<file path="src/rtl/rv_fetch_pkg.sv">
// Shared types and constants for the PC / instruction-fetch stage.
package rv_fetch_pkg;

    typedef enum logic [1:0] {
        IDLE = 2'd0,
        REQ  = 2'd1,
        WAIT = 2'd2,
        HOLD = 2'd3
    } fetch_state_t;

    localparam int          INSTR_BYTES = 4;
    localparam logic [31:0] INSTR_NOP   = 32'h0000_0013;

endpackage

</file>
<file path="src/rtl/pc_next_sel.sv">
// Next-PC selection: jump beats branch, and any redirect beats sequential advance.
module pc_next_sel
    import rv_fetch_pkg::*;
#(
    parameter int DATA_WIDTH = 32
) (
    input  logic [DATA_WIDTH-1:0] pc,
    input  logic                  advance,
    input  logic                  branch_taken,
    input  logic [DATA_WIDTH-1:0] branch_target,
    input  logic                  jump,
    input  logic [DATA_WIDTH-1:0] jump_target,
    output logic                  redirect,
    output logic [DATA_WIDTH-1:0] pc_next
);

    assign redirect = jump | branch_taken;

    // Targets are forced to word alignment; the increment wraps naturally.
    always_comb begin
        pc_next = pc;
        if (jump) begin
            pc_next = {jump_target[DATA_WIDTH-1:2], 2'b00};
        end else if (branch_taken) begin
            pc_next = {branch_target[DATA_WIDTH-1:2], 2'b00};
        end else if (advance) begin
            pc_next = pc + DATA_WIDTH'(INSTR_BYTES);
        end
    end

endmodule

</file>
<file path="src/rtl/pc_fetch_unit.sv">
// PC register and single-outstanding instruction fetch, feeding decode over valid/ready.
// States: IDLE = not fetching | REQ = request presented | WAIT = awaiting response | HOLD = instruction offered to decode
module pc_fetch_unit
    import rv_fetch_pkg::*;
#(
    parameter int                    DATA_WIDTH = 32,
    parameter logic [DATA_WIDTH-1:0] RESET_PC   = '0
) (
    input  logic                  clk,
    input  logic                  rstN,
    input  logic                  start,
    input  logic                  branchN,
    input  logic [DATA_WIDTH-1:0] branchTarget,
    input  logic                  jump,
    input  logic [DATA_WIDTH-1:0] jumpTarget,
    output logic                  imemReqValid,
    output logic [DATA_WIDTH-1:0] imemAddr,
    input  logic                  imemReqReady,
    input  logic                  imemRspValid,
    input  logic [DATA_WIDTH-1:0] imemRspData,
    output logic                  instrValid,
    output logic [DATA_WIDTH-1:0] instr,
    output logic [DATA_WIDTH-1:0] instrPc,
    input  logic                  instrReady
);

    fetch_state_t          state, state_next;
    logic [DATA_WIDTH-1:0] pc, pc_next, req_pc;
    logic                  stale, stale_next;
    logic                  redirect, req_fire, capture;

    assign req_fire = (state == REQ) && imemReqReady;
    assign imemAddr = pc;

    pc_next_sel #(
        .DATA_WIDTH(DATA_WIDTH)
    ) u_pc_next_sel (
        .pc           (pc),
        .advance      (req_fire),
        .branch_taken (branchN),
        .branch_target(branchTarget),
        .jump         (jump),
        .jump_target  (jumpTarget),
        .redirect     (redirect),
        .pc_next      (pc_next)
    );

    always_comb begin
        state_next = state;
        stale_next = stale;
        capture    = 1'b0;
        unique case (state)
            IDLE: begin
                if (start) state_next = REQ;
            end
            REQ: begin
                if (imemReqReady) begin
                    state_next = WAIT;
                    stale_next = redirect;
                end
            end
            WAIT: begin
                if (imemRspValid) begin
                    if (redirect) begin
                        stale_next = 1'b0;
                        state_next = REQ;
                    end else if (stale) begin
                        stale_next = 1'b0;
                        state_next = start ? REQ : IDLE;
                    end else begin
                        capture    = 1'b1;
                        state_next = HOLD;
                    end
                end else if (redirect) begin
                    stale_next = 1'b1;
                end
            end
            HOLD: begin
                // A redirect squashes the held instruction even if decode accepts it.
                if (redirect) begin
                    state_next = REQ;
                end else if (instrReady) begin
                    state_next = start ? REQ : IDLE;
                end
            end
            default: state_next = IDLE;
        endcase
    end

    always_ff @(posedge clk or negedge rstN) begin
        if (!rstN) begin
            state        <= IDLE;
            pc           <= RESET_PC;
            req_pc       <= RESET_PC;
            stale        <= 1'b0;
            imemReqValid <= 1'b0;
            instrValid   <= 1'b0;
            instr        <= '0;
            instrPc      <= '0;
        end else begin
            state        <= state_next;
            pc           <= pc_next;
            stale        <= stale_next;
            imemReqValid <= (state_next == REQ);
            instrValid   <= (state_next == HOLD);
            if (req_fire) req_pc <= pc;
            if (capture) begin
                instr   <= imemRspData;
                instrPc <= req_pc;
            end
        end
    end

endmodule

</file>
<file path="config.mk">
export PLATFORM = sky130hd
export DESIGN_NAME = pc_fetch_unit
export DESIGN_NICKNAME = d
export VERILOG_FILES = /design/src/rtl/rv_fetch_pkg.sv /design/src/rtl/pc_next_sel.sv /design/src/rtl/pc_fetch_unit.sv
export SDC_FILE = /design/constraint.sdc
export NUM_CORES = 1
export LEC_CHECK = 0
export BUFFER_PORTS_ARGS = -buffer_cell sky130_fd_sc_hd__buf_2
export CORE_MARGIN = 5
export CORE_UTILIZATION = 30
export CTS_CLUSTER_DIAMETER = 150
export DETAILED_ROUTE_END_ITERATION = 10
export REMOVE_ABC_BUFFERS = 1
export SLEW_MARGIN = 0
export SYNTH_ARGS = -nofsm -noshare
export SYNTH_HDL_FRONTEND = slang
export SYNTH_HIERARCHICAL = 1
export SYNTH_SLANG_ARGS = --single-unit
</file>
<file path="constraint.sdc">
create_clock -name clk -period 2.59 [get_ports clk]
set_input_delay 0.1295 -clock clk [delete_from_list [all_inputs] [get_ports clk]]
set_output_delay 0.1295 -clock clk [all_outputs]
set_load 0.02 [all_outputs]
</file>
After elaboration in Yosys (flattened, before gate mapping) --
Index checks and enable logic that the tools add are counted.
Storage, ports and cells: register bits after elaboration 133, input bits 104, output and inout bits 98, word-level logic and storage cells 42
Operators by class: add/sub/neg operators 1, equality and inequality tests 7, mux-type cells 20, bitwise gates (word level) 1, reduce and logical (&&, ||, !) cells 5
Operator list (number):
- $mux 32 | 3
- $add 32x3->32 const B | 1
- $mux 2 | 7
- $mux 1 | 8
- $pmux 2 s4 | 1
- $eq 2x2->1 const B | 3
- $eq 2x1->1 const B | 2
- $ne 3x3->1 const B | 1
- $reduce_and 3->1 | 1
- $reduce_bool 3->1 | 1
- $logic_not 2->1 | 1
- $ne 2x2->1 const B | 1
- $pmux 1 s2 | 1
- $reduce_bool 2->1 | 1
- $logic_and 1x1->1 | 1
- $or 1x1->1 | 1

Logic depth before layout (Yosys ltp) --
Gate-level depths: netlist of run 1.
word-level depth 6, mapped depth 10, depth with buffers taken out 7

Modules after synthesis --
The synthesis of run 1 kept the hierarchy.
Modules (own cells, without submodules):
- pc_fetch_unit | times used 1, cells an instance 268, area an instance 4932.2 µm², seq. area each 3328.2 µm²
- pc_next_sel | times used 1, cells an instance 177, area an instance 1117.3 µm², seq. area each 0.0 µm²

Least setup slack after synthesis of run 1 --
OpenSTA, ideal clock, no wires.
path type register -> register, start point register state[1], end point register pc[23], in the netlist imemAddr[23], library setup time 76 ps, arrival time 1951 ps, required time 2514 ps, path slack 563 ps, stages on the path, launching flop included 11, buffers on the path 3, period minus slack after synthesis 2027 ps, cell sequence dfrtp_1 > buf_2 > nand3b_4 > buf_2 > inv_1 > and3_1 > and2_1 > buf_2 > nand4_1 > xor2_1 > o21ai_1
Between the ends: cells in the longest elaborated chain, start to end 3
Ends and longest elaborated chain:
- from (decl) | line pc_fetch_unit.sv:27 | fetch_state_t state, state_next;
- from (signal assigned) | line pc_fetch_unit.sv:101 | state <= state_next;
- $eq 2x1->1 | line pc_fetch_unit.sv:32 | assign req_fire = (state == REQ) && imemReqReady;
- $logic_and 1x1->1 | line pc_fetch_unit.sv:32
- via req_fire | line pc_fetch_unit.sv:30 | logic redirect, req_fire, capture;
- $reduce_bool 3->1 (no source line)
- to (signal assigned) | line pc_fetch_unit.sv:102 | pc <= pc_next;
- to (decl) | line pc_fetch_unit.sv:28 | logic [DATA_WIDTH-1:0] pc, pc_next, req_pc;
The timed path passes the listed nets, and every way through them passes these cells. A chain may end at the register's enable or synchronous reset.

Worst setup path in the final report of run 1 --
start point register state[0], end point register pc[8], in the netlist imemAddr[8]
The elaborated chain is that of the path after synthesis.

==> results of run 1 <==
==> how the worst max path moves through the flow <==
stage                                    endpoint  slack, ns          startpoint  cells past startpoint
final                       imemAddr[8]$_DFF_PN0_       0.18  state[0]$_DFF_PN0_                      8
after global routing        imemAddr[8]$_DFF_PN0_    -0.0002  state[1]$_DFF_PN0_                      8
after CTS                   imemAddr[8]$_DFF_PN0_       0.09  state[1]$_DFF_PN0_                      8
after detailed placement   imemAddr[15]$_DFF_PN0_       0.43  state[1]$_DFF_PN0_                      8
after global placement     imemAddr[13]$_DFF_PN0_       0.44  state[1]$_DFF_PN0_                      8
after floorplan           instrPc[10]$_DFFE_PN0P_       0.07             branchN                      5
==> repair_timing <==
action	in CTS	in global routing
resized for setup	0	1
hold buffers	73	0
buffers inserted	0	0
hold endpoints to repair	128	0
endpoints found under the setup margin	0	1
==> routing by layer <==
metal  track usage [%]  vias to the layer above  part of all wire, %
met5                 0                        -                    0
met4              2.74                        0                 0.57
met3              4.89                        7                  5.4
met2              24.0                      127                   49
met1              18.6                     2186                   45
li1                  -                     2171                    -
==> cells by family after synthesis <==
group / Yosys count
xor+xnor: 28
fa+ha+maj: 1
compound gates: 68
mux: 99
simple gates: 90
flops: 133
buf+inv: 26
==> tightest hold or removal path, cell delays in order <==
cell and delay, ns:
sky130_fd_sc_hd__buf_2 0.08, sky130_fd_sc_hd__a22oi_1 0.09, sky130_fd_sc_hd__o21ai_0 0.08
==> cells in the mapped netlist (2+ instances only) <==
library cell               number  area [um2]
sky130_fd_sc_hd__xnor2_1        8        70.1
sky130_fd_sc_hd__mux2i_1        3        30.0
sky130_fd_sc_hd__nor2b_1        3        18.8
sky130_fd_sc_hd__clkbuf_1       7        26.3
sky130_fd_sc_hd__and2_1         4        25.0
sky130_fd_sc_hd__dfrtp_1      133        3330
sky130_fd_sc_hd__mux2_2        36         405
sky130_fd_sc_hd__inv_1          3        11.3
sky130_fd_sc_hd__a22oi_1       18         135
sky130_fd_sc_hd__nor2_1         9        33.8
sky130_fd_sc_hd__nand2_1       22        82.6
sky130_fd_sc_hd__nor3b_1        2        15.0
sky130_fd_sc_hd__o21ai_1        6        30.0
sky130_fd_sc_hd__and3_1         8        50.1
sky130_fd_sc_hd__nor3_1         2        10.0
sky130_fd_sc_hd__a21oi_1       12        60.1
sky130_fd_sc_hd__and4_1         2        17.5
sky130_fd_sc_hd__mux2_4        60         901
sky130_fd_sc_hd__xor2_1        20         175
sky130_fd_sc_hd__o22ai_1        4        25.0
sky130_fd_sc_hd__nand4_1        9        56.3
sky130_fd_sc_hd__nand3_1       15        75.1
sky130_fd_sc_hd__buf_2          6        30.0
sky130_fd_sc_hd__buf_6          8        90.1
sky130_fd_sc_hd__o21ai_0       20         100
sky130_fd_sc_hd__nand4_2        2        25.0
sky130_fd_sc_hd__nand2b_1       2        12.5
==> stage by stage <==
| stage | setup slack, ns | hold WS (ns) | TNS (ns) | std cells |
|---|---|---|---|---|
| after floorplan | 0.0749 | -0.166 | 0 | 423 |
| after global placement | 0.436 | 0.212 | 0 | 902 |
| after detailed placement | 0.429 | 0.210 | 0 | 902 |
| after CTS | 0.0905 | 0.000316 | 0 | 1006 |
| after global routing | -0.000226 | 0.0168 | -0.000226 | 1006 |
| final | 0.182 | 0.0106 | 0 | 1007 |
==> final cells by class <==
| type | count | share of cell area, % |
|---|---|---|
| Timing Repair Buffer | 282 | 21.1 |
| Clock inverter | 9 | 0.899 |
| Multi-Input combinational cell | 286 | 29.7 |
| Antenna cell | 1 | 0.0290 |
| Tap cell | 270 | 3.91 |
| Sequential cell | 133 | 38.6 |
| Clock buffer | 22 | 5.61 |
| Inverter | 4 | 0.174 |
==> power groups by stage <==
stage                     logic [mW]  clock network [mW]  registers (mW)
after floorplan                 1.05                   0            3.59
after global placement          2.27                   0            3.15
after detailed placement        2.29                   0            3.18
after CTS                       2.40                2.37            3.15
after global routing            2.54                2.47            3.24
final                           2.37                2.29            3.15
==> sequential cells by signal, indices dropped and copies added, names as in the netlist <==
signal and flops:
instr 32, req_pc 32, imemReqValid 1, imemAddr 32
stale 1, instrPc 32, state 2, instrValid 1
==> impl_metrics.sql, run 1 <==
INSERT INTO impl_metrics (metric_group, metric, value, unit) VALUES
('finish', 'area_delta_synth_final', '42.7', '%'),
('finish', 'multi_input_area', '2560', 'um2'),
('worst_setup_path', 'critPathRequiredTime', '2.93', 'ns'),
('floorplanning', 'starting_density', '30.2', '%'),
('sta', 'report.final.slew_viol_count', '0', ''),
('worst_setup_path', 'worstSetupPathType', 'flip-flop to flip-flop', ''),
('sta', 'finalCritPeriodShare', '93.0', '%'),
('route', 'routed-via-count', '4491', ''),
('power', 'p_int', '5.36', 'mW'),
('logic_synthesis', 'synth_top_family_by_area', 'multiplexers', ''),
('clock_network', 'cts_tree', 'yes', ''),
('placed_design', 'port_buffers', '197', ''),
('clock_network', 'worst_setup_hold_path_clk_slew', '0.06', 'ns'),
('logic_synthesis', 'post_synth_and_or_nand_nor_area_fraction', '9.02', '%'),
('sta', 'max_freq', '415', 'MHz'),
('power', 'net-switching-power', '2.44', 'mW'),
('worst_setup_path', 'highest_net_fanout_along_the_worst_path', '9', ''),
('logic_synthesis', 'compound_gate_fraction_of_synth_area', '6.89', '%'),
('sta', 'fin_crit', '2.41', 'ns'),
('worst_setup_path', 'worst_path_dominant_cell_family', 'buffers and inverters', ''),
('route', 'drt_pre_antenna_iters', '4', ''),
('power', 'seq_power_share', '40.3', '%'),
('route', 'routed_via_density', '4.46', ''),
('worst_hold_path', 'min_to', 'imemAddr[13]$_DFF_PN0_', ''),
('clock_network', 'clockRootBuffer', 'sky130_fd_sc_hd__clkbuf_16', ''),
('worst_setup_path', 'timing.rr.start', 'state[0]$_DFF_PN0_', ''),
('worst_setup_path', 'critical_path.reg2reg.endpoint', 'imemAddr[8]$_DFF_PN0_', ''),
('logic_synthesis', 'synthArstFlopShare', '100', '%'),
('power', 'leakagePower', '4.40', 'nW'),
('global_routing', 'globalRouteOverflowTotal', '0', ''),
('worst_setup_path', 'crit_buf_inv', '2', ''),
('logic_synthesis', 'synthDistinctLibCells', '48', ''),
('logic_synthesis', 'synth_xor_area_share', '4.05', '%'),
('logic_synthesis', 'synthCells', '445', ''),
('global_routing', 'combined_global_route_utilization_of_all_metal_layers', '14.4', '%'),
('clock_network', 'clock_sink_count', '133', ''),
('logic_synthesis', 'yosys_register_bits', '133', ''),
('worst_setup_path', 'critical-path-slowest-cell', 'sky130_fd_sc_hd__dfrtp_1', ''),
('global_routing', 'initial_antenna_violation_count', '0', ''),
('logic_synthesis', 'adder_cell_area_share_of_the_yosys_netlist', '0.207', '%'),
('finish', 'ff_latch_area', '3330', 'um2'),
('floorplanning', 'boundaryPins', '202', ''),
('route', 'finalWirelength', '16.5', 'mm'),
('placed_design', 'gp_routability_congestion', '0.716', ''),
('global_routing', 'grt_start_max_net_pins', '75', ''),
('power', 'pwr_density_cell', '904', 'nW/um2'),
('worst_setup_path', 'timing.critical_path.to_type', 'flip-flop', ''),
('floorplanning', 'standard_cell_core_area', '20000', 'um2'),
('finish', 'layout.nets', '829', ''),
('logic_synthesis', 'synth_seq_area_share', '55.0', '%'),
('route', 'route.detailed.drc', '0', ''),
('worst_setup_path', 'setup_crit_start_kind', 'flip-flop', ''),
('global_routing', 'first_global_vias', '4765', ''),
('global_routing', 'grt_first_pass_wirelength', '26.7', 'mm'),
('logic_synthesis', 'syn_area', '6050', 'um2'),
('finish', 'final_design_area_no_fill', '8630', 'um2'),
('sta', 'worst_clock_skew', '0.00651', 'ns'),
('floorplanning', 'die_x', '152', 'um'),
('finish', 'fraction_of_layout_cells_with_a_size_suffix_above_1', '47.3', '%'),
('worst_setup_path', 'critical_path_arrival', '2.75', 'ns'),
('logic_synthesis', 'post_synth_mux_area_share', '22.1', '%'),
('clock_network', 'cts-root-to-sink-buffers', '2', ''),
('floorplanning', 'placement_rows', '52', ''),
('worst_hold_path', 'timing.hold.worst_path_depth', '3', ''),
('finish', 'leading_cell_types_in_the_layout_fill_and_taps_excluded', 'sky130_fd_sc_hd__buf_2, sky130_fd_sc_hd__dfrtp_1, sky130_fd_sc_hd__dlygate4sd3_1', ''),
('route', 'drt.antenna.violating_nets', '0', ''),
('worst_setup_path', 'reg2reg_depth', '8', ''),
('sta', 'report.final.setup_viol', '0', ''),
('logic_synthesis', 'synth.yosys.warnings', '6', ''),
('power', 'swShare', '31.3', '%'),
('outcome', 'run_status', 'completed', '');
(Power assumes the default switching activity.)
==> run 2, diff against run 1 <==
Settings changed: PLACE_DENSITY from default to 0.61.
==> impl_metrics.sql, run 2 (synthesis gave the netlist of run 1 again) <==
INSERT INTO impl_metrics (metric_group, metric, value, unit) VALUES
('clock_network', 'ctsHtreeMaxLevel', '4', ''),
('worst_setup_path', 'critical-path-slowest-cell', 'sky130_fd_sc_hd__dfrtp_1', ''),
('power', 'leakagePower', '4.44', 'nW'),
('floorplanning', 'vertical_die_dimension', '152', 'um'),
('route', 'routed-via-count', '4608', ''),
('floorplanning', 'die_x', '152', 'um'),
('global_routing', 'first_global_vias', '4946', ''),
('finish', 'fraction_of_layout_cells_with_a_size_suffix_above_1', '47.3', '%'),
('clock_network', 'worst_setup_hold_path_clk_slew', '0.06', 'ns'),
('flow_run', 'max-cap-violations', '0', ''),
('sta', 'rsz_0062_raised_after_global_routing', 'false', ''),
('power', 'max-vdd-ir-drop', '0.454', 'mV'),
('finish', 'mostFrequentLayoutCell', 'sky130_fd_sc_hd__buf_2', ''),
('sta', 'fin_tns_setup', '0', 'ns'),
('sta', 'max_freq', '437', 'MHz'),
('global_routing', 'globalRouteOverflowTotal', '0', ''),
('route', 'drt_pre_antenna_iters', '4', ''),
('route', 'wl_per_cell', '16.7', 'um'),
('finish', 'layoutNonFillerInstCount', '1012', ''),
('global_routing', 'initial_antenna_violation_count', '2', ''),
('route', 'routed_via_density', '4.55', ''),
('route', 'drc_marker_count_from_the_first_detailed_route_iteration', '222', ''),
('worst_setup_path', 'path_cells', 'nand3b_4 > inv_1 > and3_1 > nand4_1 > xnor2_1 > mux2i_1 > o21ai_0 > dlygate4sd3_1', ''),
('clock_network', 'cts_hold_buffers', '77', ''),
('worst_setup_path', 'crit_buf_inv', '2', ''),
('global_routing', 'grt_start_max_net_pins', '58', ''),
('worst_setup_path', 'setup_crit_start_kind', 'flip-flop', ''),
('placed_design', 'number_of_cells_after_detailed_placement', '902', ''),
('worst_setup_path', 'highest_net_fanout_along_the_worst_path', '9', ''),
('clock_network', 'clockRootBuffer', 'sky130_fd_sc_hd__clkbuf_16', ''),
('sta', 'report.final.slew_viol_count', '0', ''),
('worst_setup_path', 'cpPeakStageDelay', '0.57', 'ns'),
('sta', 'report.final.setup_viol', '0', ''),
('route', 'finalWirelength', '16.9', 'mm'),
('sta', 'finalCritPeriodShare', '88.4', '%'),
('clock_network', 'cts-root-to-sink-buffers', '2', ''),
('finish', 'layout.nets', '833', ''),
('global_routing', 'grt_first_pass_wirelength', '27.3', 'mm'),
('clock_network', 'cts_tree', 'yes', ''),
('worst_setup_path', 'critPathRequiredTime', '2.89', 'ns'),
('route', 'drt.antenna.violating_nets', '0', ''),
('floorplanning', 'floorplan.die_area', '23100', 'um2'),
('floorplanning', 'standard_cell_core_area', '20000', 'um2'),
('placed_design', 'detailedPlacementHpwl', '11.3', 'mm'),
('worst_setup_path', 'timing.critical_path.to_type', 'flip-flop', ''),
('clock_network', 'tritoncts.num_buffers', '17', ''),
('sta', 'report.final.hold_viol_count', '0', ''),
('finish', 'leading_cell_types_in_the_layout_fill_and_taps_excluded', 'sky130_fd_sc_hd__buf_2, sky130_fd_sc_hd__dfrtp_1, sky130_fd_sc_hd__dlygate4sd3_1', ''),
('power', 'pwr_density_cell', '924', 'nW/um2'),
('placed_design', 'port_buffers', '197', ''),
('outcome', 'run_status', 'completed', ''),
('sta', 'worst_clock_skew', '0.00816', 'ns'),
('floorplanning', 'boundaryPins', '202', ''),
('floorplanning', 'starting_density', '30.2', '%'),
('sta', 'fin_crit', '2.29', 'ns'),
('worst_setup_path', 'worstSetupPathType', 'flip-flop to flip-flop', ''),
('clock_network', 'worst_skew_pair.late_latency', '0.41', 'ns'),
('placed_design', 'gp_routability_congestion', '0.730', ''),
('global_routing', 'combined_global_route_utilization_of_all_metal_layers', '14.8', '%'),
('sta', 'tightest_slew', '0.834', 'ns'),
('finish', 'area_delta_synth_final', '44.3', '%'),
('clock_network', 'cts_setup_buffers', '0', ''),
('route', 'route.detailed.drc', '0', ''),
('floorplanning', 'placement_rows', '52', ''),
('clock_network', 'cts_repair_resize_count', '0', ''),
('worst_setup_path', 'worst_path_dominant_cell_family', 'buffers and inverters', ''),
('sta', 'timing.slew.headroom', '44.4', '%'),
('worst_setup_path', 'critical_path_arrival', '2.58', 'ns'),
('worst_hold_path', 'hold_class', 'input pin to flip-flop', ''),
('clock_network', 'clock_sink_count', '133', '');
==> run 2: per-layer routing <==
| layer | global-route usage (%) | vias up | wire length, um |
|---|---|---|---|
| li1 | - | 2180 | - |
| met1 | 18.6 | 2260 | 7520 |
| met2 | 24.6 | 150 | 8220 |
| met3 | 4.27 | 18 | 914 |
| met4 | 4.54 | 0 | 216 |
| met5 | 0 | - | 0 |
==> run 2: final cells by class <==
cell class                      count  area [um2]
Multi-Input combinational cell    286        2560
Sequential cell                   133        3330
Clock inverter                     13         180
Fill cell                        1903       11300
Timing Repair Buffer              286        1870
Inverter                            4        15.0
Tap cell                          270         338
Clock buffer                       18         439
Antenna cell                        2        5.00
==> run 2: worst register-to-register path: stages, from the launching register on <==
cell                            delay (ns)
sky130_fd_sc_hd__dfrtp_1              0.57
sky130_fd_sc_hd__nand3b_4             0.12
sky130_fd_sc_hd__inv_1                0.20
sky130_fd_sc_hd__and3_1               0.25
sky130_fd_sc_hd__nand4_1              0.13
sky130_fd_sc_hd__xnor2_1              0.15
sky130_fd_sc_hd__mux2i_1              0.12
sky130_fd_sc_hd__o21ai_0              0.08
sky130_fd_sc_hd__dlygate4sd3_1        0.57
==> run 2: where the power goes <==
part | switching [mW] | total [mW] | internal (mW)
Combinational | 1.16 | 2.38 | 1.23
Sequential | 0.418 | 3.14 | 2.73
Clock | 0.907 | 2.54 | 1.63
Total | 2.48 | 8.06 | 5.58
==> run 2: final timing paths <==
path                                   startpoint                endpoint  slack, ns  cells after the start
min reg2reg                instrPc[0]$_DFFE_PN0P_  instrPc[0]$_DFFE_PN0P_       0.50                      1
max in group asynchronous                    rstN      state[1]$_DFF_PN0_       1.59                      3
min in group asynchronous                    rstN   instr[21]$_DFFE_PN0P_       0.26                      2
min                                jumpTarget[18]  imemAddr[18]$_DFF_PN0_       0.01                      3
max reg2reg                    state[0]$_DFF_PN0_   imemAddr[7]$_DFF_PN0_       0.30                      8
max                            state[0]$_DFF_PN0_   imemAddr[7]$_DFF_PN0_       0.30                      8
==> run 2: through the flow <==
| step | power, mW | hold slack (ns) | setup slack, ns | util, % | area, um2 |
|---|---|---|---|---|---|
| after global placement | 5.42 | 0.127 | 0.479 | 36.6 | 7330 |
| after floorplan | 4.64 | -0.166 | 0.0749 | - | 5900 |
| final | 8.06 | 0.0115 | 0.301 | 43.6 | 8730 |
| after global routing | 8.50 | 0.0212 | 0.117 | 43.6 | 8730 |
| after CTS | 8.17 | 0.000829 | 0.301 | 43.5 | 8720 |
| after detailed placement | 5.48 | 0.140 | 0.458 | 36.6 | 7330 |
==> run 3, diff against run 2 <==
Clock period 2.59 ns to 2.5 ns, I/O delays scaled along.
==> impl_metrics.sql, run 3 (synthesis gave the netlist of run 1 again) <==
INSERT INTO impl_metrics (metric_group, metric, value, unit) VALUES
('floorplanning', 'floorplan.die_area', '23100', 'um2'),
('route', 'drc_marker_count_from_the_first_detailed_route_iteration', '206', ''),
('worst_setup_path', 'critical_path.reg2reg.endpoint', 'imemAddr[7]$_DFF_PN0_', ''),
('placed_design', 'detailedPlacementHpwl', '11.3', 'mm'),
('sta', 'report.final.setup_viol', '0', ''),
('route', 'wl_per_cell', '16.5', 'um'),
('global_routing', 'global_route.usage.met1', '18.8', '%'),
('sta', 'finalCritPeriodShare', '90.7', '%'),
('sta', 'fin_crit', '2.27', 'ns'),
('global_routing', 'grt_util_met3', '4.44', '%'),
('floorplanning', 'die_x', '152', 'um'),
('floorplanning', 'placement_rows', '52', ''),
('floorplanning', 'standard_cell_core_area', '20000', 'um2'),
('global_routing', 'globalRouteOverflowTotal', '0', ''),
('floorplanning', 'boundaryPins', '202', ''),
('finish', 'area_delta_synth_final', '44.8', '%'),
('finish', 'leading_cell_types_in_the_layout_fill_and_taps_excluded', 'sky130_fd_sc_hd__buf_2, sky130_fd_sc_hd__dfrtp_1, sky130_fd_sc_hd__dlygate4sd3_1', ''),
('clock_network', 'worst_skew_pair.late_latency', '0.41', 'ns'),
('floorplanning', 'vertical_die_dimension', '152', 'um'),
('finish', 'fillers', '1871', ''),
('worst_setup_path', 'setup_crit_start_kind', 'flip-flop', ''),
('finish', 'layout.nets', '841', ''),
('worst_setup_path', 'critical_path_arrival', '2.56', 'ns'),
('clock_network', 'clockRootBuffer', 'sky130_fd_sc_hd__clkbuf_16', ''),
('clock_network', 'tritoncts.num_buffers', '17', ''),
('sta', 'layout_setup_ws', '0.233', 'ns'),
('worst_setup_path', 'reg2reg_depth', '8', ''),
('worst_setup_path', 'highest_net_fanout_along_the_worst_path', '11', ''),
('clock_network', 'clock_sink_count', '133', ''),
('sta', 'rsz_0062_raised_after_global_routing', 'false', ''),
('power', 'post-layout-total-power', '8.13', 'mW'),
('worst_setup_path', 'path_cells', 'nand3b_4 > inv_1 > and3_1 > nand4_1 > xnor2_1 > mux2i_1 > o21ai_0 > dlygate4sd3_1', ''),
('clock_network', 'cts_repair_resize_count', '0', ''),
('worst_setup_path', 'endpoint', 'imemAddr[7]$_DFF_PN0_', ''),
('floorplanning', 'starting_density', '30.2', '%'),
('worst_setup_path', 'critPathRequiredTime', '2.79', 'ns'),
('route', 'finalWirelength', '16.8', 'mm'),
('power', 'leakagePower', '4.44', 'nW'),
('clock_network', 'worst_setup_hold_path_clk_slew', '0.06', 'ns'),
('power', 'pwr_density_cell', '928', 'nW/um2'),
('worst_setup_path', 'cpPeakStageDelay', '0.57', 'ns'),
('sta', 'report.final.slew_viol_count', '0', ''),
('worst_setup_path', 'timing.rr.start', 'state[1]$_DFF_PN0_', ''),
('worst_setup_path', 'critical-path-slowest-cell', 'sky130_fd_sc_hd__dlygate4sd3_1', ''),
('global_routing', 'globalRouteMet2Util', '24.3', '%'),
('placed_design', 'gp_routability_congestion', '0.749', ''),
('sta', 'tightest_slew', '0.815', 'ns'),
('route', 'route.detailed.drc', '0', ''),
('route', 'drt.antenna.violating_nets', '0', ''),
('sta', 'worst_clock_skew', '0.00686', 'ns'),
('global_routing', 'first_global_vias', '4930', ''),
('clock_network', 'ctsHtreeMaxLevel', '4', ''),
('sta', 'whs', '0.0293', 'ns'),
('placed_design', 'placement.setup.worst_slack', '0.402', 'ns'),
('worst_setup_path', 'r2r_slack', '0.23', 'ns'),
('placed_design', 'port_buffers', '197', ''),
('global_routing', 'combined_global_route_utilization_of_all_metal_layers', '14.7', '%'),
('route', 'routed_via_density', '4.51', ''),
('worst_setup_path', 'timing.critical_path.to_type', 'flip-flop', ''),
('flow_run', 'max-cap-violations', '0', ''),
('sta', 'report.final.hold_viol_count', '0', ''),
('outcome', 'run_status', 'completed', ''),
('sta', 'max_freq', '441', 'MHz'),
('worst_setup_path', 'worstSetupPathType', 'flip-flop to flip-flop', ''),
('clock_network', 'cts_tree', 'yes', ''),
('worst_setup_path', 'worst_setup_path_startpoint', 'state[1]$_DFF_PN0_', ''),
('clock_network', 'cts-root-to-sink-buffers', '2', ''),
('finish', 'fraction_of_layout_cells_with_a_size_suffix_above_1', '47.0', '%'),
('sta', 'fin_tns_setup', '0', 'ns'),
('power', 'max-vdd-ir-drop', '0.533', 'mV'),
('finish', 'mostFrequentLayoutCell', 'sky130_fd_sc_hd__buf_2', ''),
('sta', 'timing.slew.headroom', '45.7', '%'),
('global_routing', 'grt_first_pass_wirelength', '27.2', 'mm'),
('route', 'drt_pre_antenna_iters', '4', ''),
('global_routing', 'grt_start_max_net_pins', '57', ''),
('global_routing', 'grt-busiest-layer', 'met2', ''),
('route', 'routed-via-count', '4600', ''),
('worst_hold_path', 'hold_class', 'input pin to flip-flop', ''),
('global_routing', 'initial_antenna_violation_count', '1', '');
-- run 3: cell types whose count changed in the layout (fill, tap and decap cells not counted), sizes merged --
cell | previous run | this run
clkinv | 5 | 7
clkbuf | 18 | 20
buf | 209 | 210
clkinvlp | 3 | 5
dlygate4sd3 | 77 | 84
bufinv | 4 | 1
diode | 2 | 1
inv | 5 | 3
-- run 3: per-stage QoR --
step / cells / instance area [um2] / util, %
2_1_floorplan: 423 / 5900 / -
6_report: 1020 / 8760 / 43.7
4_1_cts: 1019 / 8750 / 43.7
3_3_place_gp: 903 / 7340 / 36.6
3_5_place_dp: 903 / 7340 / 36.6
5_1_grt: 1020 / 8760 / 43.7
-- run 3: timing repair --
item / 4_1_cts / 5_1_grt
hold buffers: 84 / 0
buffers inserted: 0 / 0
endpoints found under the hold margin: 114 / 0
-- run 3: routing by layer --
metal | wire length (um) | up-vias | part of all wire (%)
met3 | 888 | 15 | 5.3
met5 | 0 | - | 0
met4 | 197 | 0 | 1.2
met1 | 7650 | 2259 | 45
met2 | 8100 | 140 | 48
li1 | - | 2186 | -
-- run 3: cell type report --
class                   count  area [um2]  share of cell area, %
diodes                      1        2.50                 0.0286
inverters                   4        15.0                  0.171
multi-input cells         286        2560                   29.2
clock buffers              20         467                   5.33
well taps                 270         338                   3.86
clock inverters            12         105                   1.20
repair buffers            294        1940                   22.2
flip-flops and latches    133        3330                   38.0
-- run 3: power breakdown --
group / switching (mW) / internal [mW]
Sequential: 0.429 / 2.82
Combinational: 1.20 / 1.28
Clock: 0.950 / 1.44
Total: 2.58 / 5.55
-- run 3: critical path: cells and delay by family (launching register included) --
family | cells | cell delay (ns)
flops | 1 | 0.48
xor+xnor | 1 | 0.15
buf+inv | 2 | 0.76
mux | 1 | 0.12
compound gates | 1 | 0.07
simple gates | 3 | 0.58
-- run 3: worst min-delay path by stage --
stage / from / to / cells after the start
6_report: jumpTarget[9] / imemAddr[9]$_DFF_PN0_ / 3
5_1_grt: jumpTarget[12] / imemAddr[12]$_DFF_PN0_ / 3
3_3_place_gp: rstN / instr[21]$_DFFE_PN0P_ / 1
3_5_place_dp: rstN / instr[21]$_DFFE_PN0P_ / 1
2_1_floorplan: rstN / imemAddr[0]$_DFF_PN0_ / 0
4_1_cts: jumpTarget[9] / imemAddr[9]$_DFF_PN0_ / 3
